===== src/rtl/f_pc_unit.sv =====
// ---------------------------------------------------------------------------
// f_pc_unit -- fetch-stage program counter of the pipelined MIPS core.
//
// Holds PC_F and picks the next fetch address each edge. Priority, highest
// first: reset, exception/interrupt entry, stall (hold), ERET return to EPC,
// then the D-stage redirect (branch / j / jr), then sequential PC+4.
// Arithmetic wraps modulo 2^32. No alignment or range checking is done here;
// the downstream F-stage checker raises AdEL on a bad address.
//
// Ports:
//   clk         in   system clock, rising edge
//   reset       in   synchronous, active-high reset
//   stall       in   hazard-unit stall; freezes PC (exception still loads)
//   exc_req     in   CP0 exception/interrupt request (M stage)
//   eret_d      in   ERET decoded in D stage
//   epc         in   CP0 EPC value
//   npc_op      in   D redirect: 00 seq, 01 branch, 10 j/jal, 11 jr/jalr
//   b_target    in   branch target
//   j_target    in   jump target
//   jr_target   in   forwarded rs value
//   pc_f        out  current fetch PC (registered)
//   pc_plus8_f  out  pc_f + 8, link value source
//   eret_aft    out  F holds the wrong-path fetch behind ERET
//   flush_fd    out  clear F/D register on this edge
//   redirect_q  out  cause of last PC load: 00 seq/branch, 01 ERET,
//                    10 exception, 11 reset
// ---------------------------------------------------------------------------
module f_pc_unit #(
  parameter logic [31:0] RESET_PC   = 32'h0000_3000,
  parameter logic [31:0] HANDLER_PC = 32'h0000_4180
) (
  input  logic        clk,
  input  logic        reset,
  input  logic        stall,
  input  logic        exc_req,
  input  logic        eret_d,
  input  logic [31:0] epc,
  input  logic [1:0]  npc_op,
  input  logic [31:0] b_target,
  input  logic [31:0] j_target,
  input  logic [31:0] jr_target,
  output logic [31:0] pc_f,
  output logic [31:0] pc_plus8_f,
  output logic        eret_aft,
  output logic        flush_fd,
  output logic [1:0]  redirect_q
);

  typedef enum logic [1:0] {
    NPC_SEQ    = 2'b00,
    NPC_BRANCH = 2'b01,
    NPC_JUMP   = 2'b10,
    NPC_JR     = 2'b11
  } npc_op_e;

  typedef enum logic [1:0] {
    RDR_SEQ   = 2'b00,
    RDR_ERET  = 2'b01,
    RDR_EXC   = 2'b10,
    RDR_RESET = 2'b11
  } redirect_e;

  logic [31:0] next_pc;
  redirect_e   next_redirect;

  // Branch and jump redirects land after the delay-slot instruction already
  // in F, so they never flush. ERET has no delay slot: the instruction
  // fetched behind it is killed, unless an exception takes over the edge
  // (the pipeline-wide flush logic owns that case).
  assign eret_aft   = eret_d & ~exc_req;
  assign flush_fd   = eret_d & ~stall & ~exc_req;
  assign pc_plus8_f = pc_f + 32'd8;

  always_comb begin
    // NOTE: defaults are assigned before any branch so every path drives
    // both outputs; a missing default would infer a latch.
    next_pc       = pc_f + 32'd4;
    next_redirect = RDR_SEQ;
    if (exc_req) begin
      // An exception overrides stall: the handler entry must not be lost.
      next_pc       = HANDLER_PC;
      next_redirect = RDR_EXC;
    end else if (stall) begin
      next_pc       = pc_f;
      next_redirect = redirect_e'(redirect_q);
    end else if (eret_d) begin
      // ERET beats a concurrent D redirect even though a legal decoder never
      // issues both.
      next_pc       = epc;
      next_redirect = RDR_ERET;
    end else begin
      unique case (npc_op_e'(npc_op))
        NPC_BRANCH: next_pc = b_target;
        NPC_JUMP:   next_pc = j_target;
        NPC_JR:     next_pc = jr_target;
        default:    next_pc = pc_f + 32'd4;
      endcase
    end
  end

  always_ff @(posedge clk) begin
    // NOTE: sequential state uses non-blocking assignments so every flop
    // samples pre-edge values regardless of statement order.
    if (reset) begin
      pc_f       <= RESET_PC;
      redirect_q <= RDR_RESET;
    end else begin
      pc_f       <= next_pc;
      redirect_q <= next_redirect;
    end
  end

endmodule

===== config.mk =====
export PLATFORM = sky130hd
export DESIGN_NAME = f_pc_unit
export DESIGN_NICKNAME = d
export VERILOG_FILES = /design/src/rtl/f_pc_unit.sv
export SDC_FILE = /design/constraint.sdc
export NUM_CORES = 1
export LEC_CHECK = 0
export CORE_MARGIN = 2
export CORE_UTILIZATION = 40
export DETAILED_ROUTE_END_ITERATION = 8
export HOLD_SLACK_MARGIN = 0.06
export PLACE_DENSITY = 0.93
export SLEW_MARGIN = 20
export SYNTH_ARGS = -nofsm -noshare
export SYNTH_HDL_FRONTEND = slang
export SYNTH_SLANG_ARGS = --single-unit

===== constraint.sdc =====
create_clock -name clk -period 6 [get_ports clk]
set_clock_uncertainty 0.05 [all_clocks]
set_input_delay 1.2 -clock clk [delete_from_list [all_inputs] [get_ports clk]]
set_output_delay 1.2 -clock clk [all_outputs]
set_load 0.02 [all_outputs]

# Word level (Yosys, flattened, before mapping)
# Cells that the tools add are included.
# classes
add_sub_neg	2
n_eq_ne	4
n_mux	7
n_bitwise	5
reduce_logical	1
# op_table
op	count
$pmux W32 S3	1
$add A32 B3 Y32 const B	1
$add A32 B4 Y32 const B	1
$mux W32	1
$mux W15	2
$eq A2 B2 Y1 const B	2
$and A1 B1 Y1	3
$mux W1	3
$eq A2 B1 Y1 const B	1
$ne A2 B1 Y1 const B	1
$not A1 Y1	2
$reduce_or A2 Y1	1
# totals
register_bits	34
input_bits	135
out_inout_bits	68
word_cells	23

# Depth between registers and ports, before layout
# logic_depth
ltp_word	5
mapped_depth	8

# Worst setup path before layout
# No wires, ideal clock.
# synth_timing
path_kind	input to output
startpoint	input port eret_d
endpoint	output port eret_aft
arrival_ns	2.261
required_time_ns	4.750
setup_slack_ns	2.489
path_stages	4
n_path_buf	3
path_cell_list	buf_2 > clkbuf_1 > clkbuf_1 > nor2b_1
# synth_between
elab_chain_cells	1
# synth_rtl
item	line	source
from (decl)	36	input logic eret_d,
$and A1 B1 Y1	70	assign eret_aft = eret_d & ~exc_req;
to (decl)	44	output logic eret_aft,
# No other way between the ends.

# Worst setup path after layout
# layout_timing
startpoint	register pc_f[4]
endpoint	output port pc_plus8_f[31]
# layout_between
elab_chain_cells	1
# layout_rtl
item	line	source
from (decl)	42	output logic [31:0] pc_f,
from (signal assigned)	108	pc_f <= next_pc;
$add A32 B4 Y32	72	assign pc_plus8_f = pc_f + 32'd8;
to (decl)	43	output logic [31:0] pc_plus8_f,
# No other way between the ends.

==> reports/metrics.cfg <==
[floorplanning]
core_area_um2 = 8678
pin_count = 203
die_area_um2 = 9699
dieHeight_um = 98.49
num_rows = 34
die_x_um = 98.49
start_util_pct = 41.15

[power]
p_per_area_nw_per_um2 = 134.9
vdd_drop_max_mv = 0.08528
power_leakage_nw = 2.092
power_mw = 0.7591

[clock_network]
htree_levels = 2
clk_latency_ps = 290
cts_setup_buffers = 0
cts_sinks = 34
path_clk_slew_ps = 80
ctsResizeCount = 0
cts_root_buf = clkbuf_8
cts_hold_buf = 0
clockBufferDepth = 2
cts_buffers = 5
cts_tree = yes

[drt]
drt_iter0_drc = 524
drt_first_pass_iters = 6
route.detailed.drc = 0
vias = 4676
routed_wl_um = 15190
vias_per_cell = 6.136
wl_per_cell_um = 19.93
ant_nets = 0

[critical_path]
cpPeakStageDelay_ps = 620
endpoint_kind = output port
cp_num_buf_inv = 1
crit_slowest_cell = clkdlybuf4s50_1
worstPathRequired_ps = 4750
cp_max_fo = 10
path_class = reg2out
cp_data_arrival_time_ps = 2950
worstSetupStartpointType = flop
path_cells = ha_1 -> nand3_2 -> nor3_1 -> nand2_1 -> nor2_1 -> xor2_1 -> clkdlybuf4s50_1
cp_top_family = simple AND/OR/NAND/NOR gates

[place]
portBuffers = 202
dpl.hpwl_um = 11820
placed_area_um2 = 5533
gp_congestion = 0.9447

[layout]
drive_above_1_share_pct = 5.054
final_cell_mix = 199 x clkdlybuf4s50_1, 43 x a21oi_1, 38 x nand2_1
final_area_um2 = 5627
nets = 789
layout_commonest_cell = clkdlybuf4s50_1
syn_to_final_growth_pct = 57.57

[synthesis]
synth_seq_cells = 34
synth_cell_type_count = 58
synthFlopType = dfxtp_1
ys_top_cells_by_area = dfxtp_1 19%, mux2i_1 9.0%, a21oi_1 6.0%
synth_edf_count = 0
ys_seq_area_share_pct = 19.06
postSynthCellCount = 486
yosysTopAreaCell = dfxtp_1
synth_top_area_share_pct = 19.06
async_flop_share_pct = 0
avgSynthCellArea_um2 = 7.348
syn_nets = 623
ys_warn_count = 0
synth_area_um2 = 3571

[global_route]
overflow = 0
grtUsageTotal_pct = 29.87
grt_first_pass_wirelength_um = 23100
antenna_found_initial = 1
grt_max_degree = 62
grt_pass1_vias = 4373

[sta]
setup_viol = 0
slew_headroom_pct = 39.95
max_freq_mhz = 237.9
hold_violations = 0
drv_slew = 0
finalSetupTns_ps = 0
fin_crit_ps = 4203
tightest_slew_ps = 899.0
grt_setup_unrepaired = false
timing.hold.ws_ps = 413.9
fin_crit_sh_pct = 70.05

[run_status]
outcome = completed

[worst_hold_path]
hp-class = reg2reg

[flow_run]
drv_cap = 0

## synthesized netlist by cell type, drive strengths merged, types with 4 or more instances
master and n:
a211oi 17, a21oi 43, a221oi 12, a22oi 5, and4 4, buf 27
clkbuf 23, dfxtp 34, inv 20, mux2i 32, mux4 4, nand2 38
nand3 18, nand4 20, nor2 37, nor2b 5, nor3 23, nor4 8
o211a 5, o21ai 23, o22ai 4, xnor2 17, xor2 18
## through the flow
step | cells | setup slack [ps] | util, %
after floorplan | 486 | 2489 | -
after global placement | 753 | 2040 | 63.75
after detailed placement | 753 | 2013 | 63.75
after CTS | 761 | 1817 | 64.81
after global routing | 762 | 1584 | 64.84
final | 762 | 1797 | 64.84
## layer usage
| layer | part of all wire, % | track usage, % |
|---|---|---|
| met5 | 0 | 0 |
| met3 | 11 | 6.241 |
| met2 | 48 | 49.14 |
| met1 | 38 | 39.13 |
| met4 | 3.5 | 10.01 |
## path summary, 6_finish.rpt
path / to / startpoint / depth (start not counted) / slack (ps)
worst max-delay path: pc_plus8_f[31] / pc_f[4] / 7 / 1800
worst min-delay path: redirect_q[1] / redirect_q[1] / 2 / 410
worst max register to register: pc_f[26] / pc_f[2] / 6 / 3500
worst min register to register: redirect_q[1] / redirect_q[1] / 2 / 410
## layout make-up
class / count / area (µm²)
fill: 767 / 3052
multi-input combinational: 382 / 2582
timing repair buffer: 209 / 2059
sequential: 34 / 680.7
tap: 108 / 135.1
clock buffer: 7 / 86.33
inverter: 20 / 75.07
clock inverter: 1 / 5.005
antenna: 1 / 2.502
## logic make-up after synthesis
logic type               after synthesis  synth area share [%]
buffers and inverters                 70                 8.619
flip-flops                            34                 19.06
adder cells (fa/ha/maj)                2                0.7007
AO/OA/AOI/OAI                        140                 26.24
multiplexers                          39                 12.44
AND/OR/NAND/NOR                      166                 24.35
XOR/XNOR                              35                 8.584
## worst min-delay path, delay by kind of cell (launching register included)
family	cells	cell delay, ps
flip-flops	1	310
AND/OR/NAND/NOR	2	110
## report_power, final
part | total, mW | leakage (nW) | switching [mW] | internal, mW
Clock | 0.187 | 0.0482 | 0.0939 | 0.0929
Sequential | 0.267 | 0.279 | 0.0301 | 0.237
Combinational | 0.305 | 1.76 | 0.137 | 0.168
## sequential cells by signal, summed over array words and instances, names as in the netlist, named ones only
register / cells
pc_f: 30
redirect_q: 2
No activity file was read; power rests on OpenSTA's default activity.
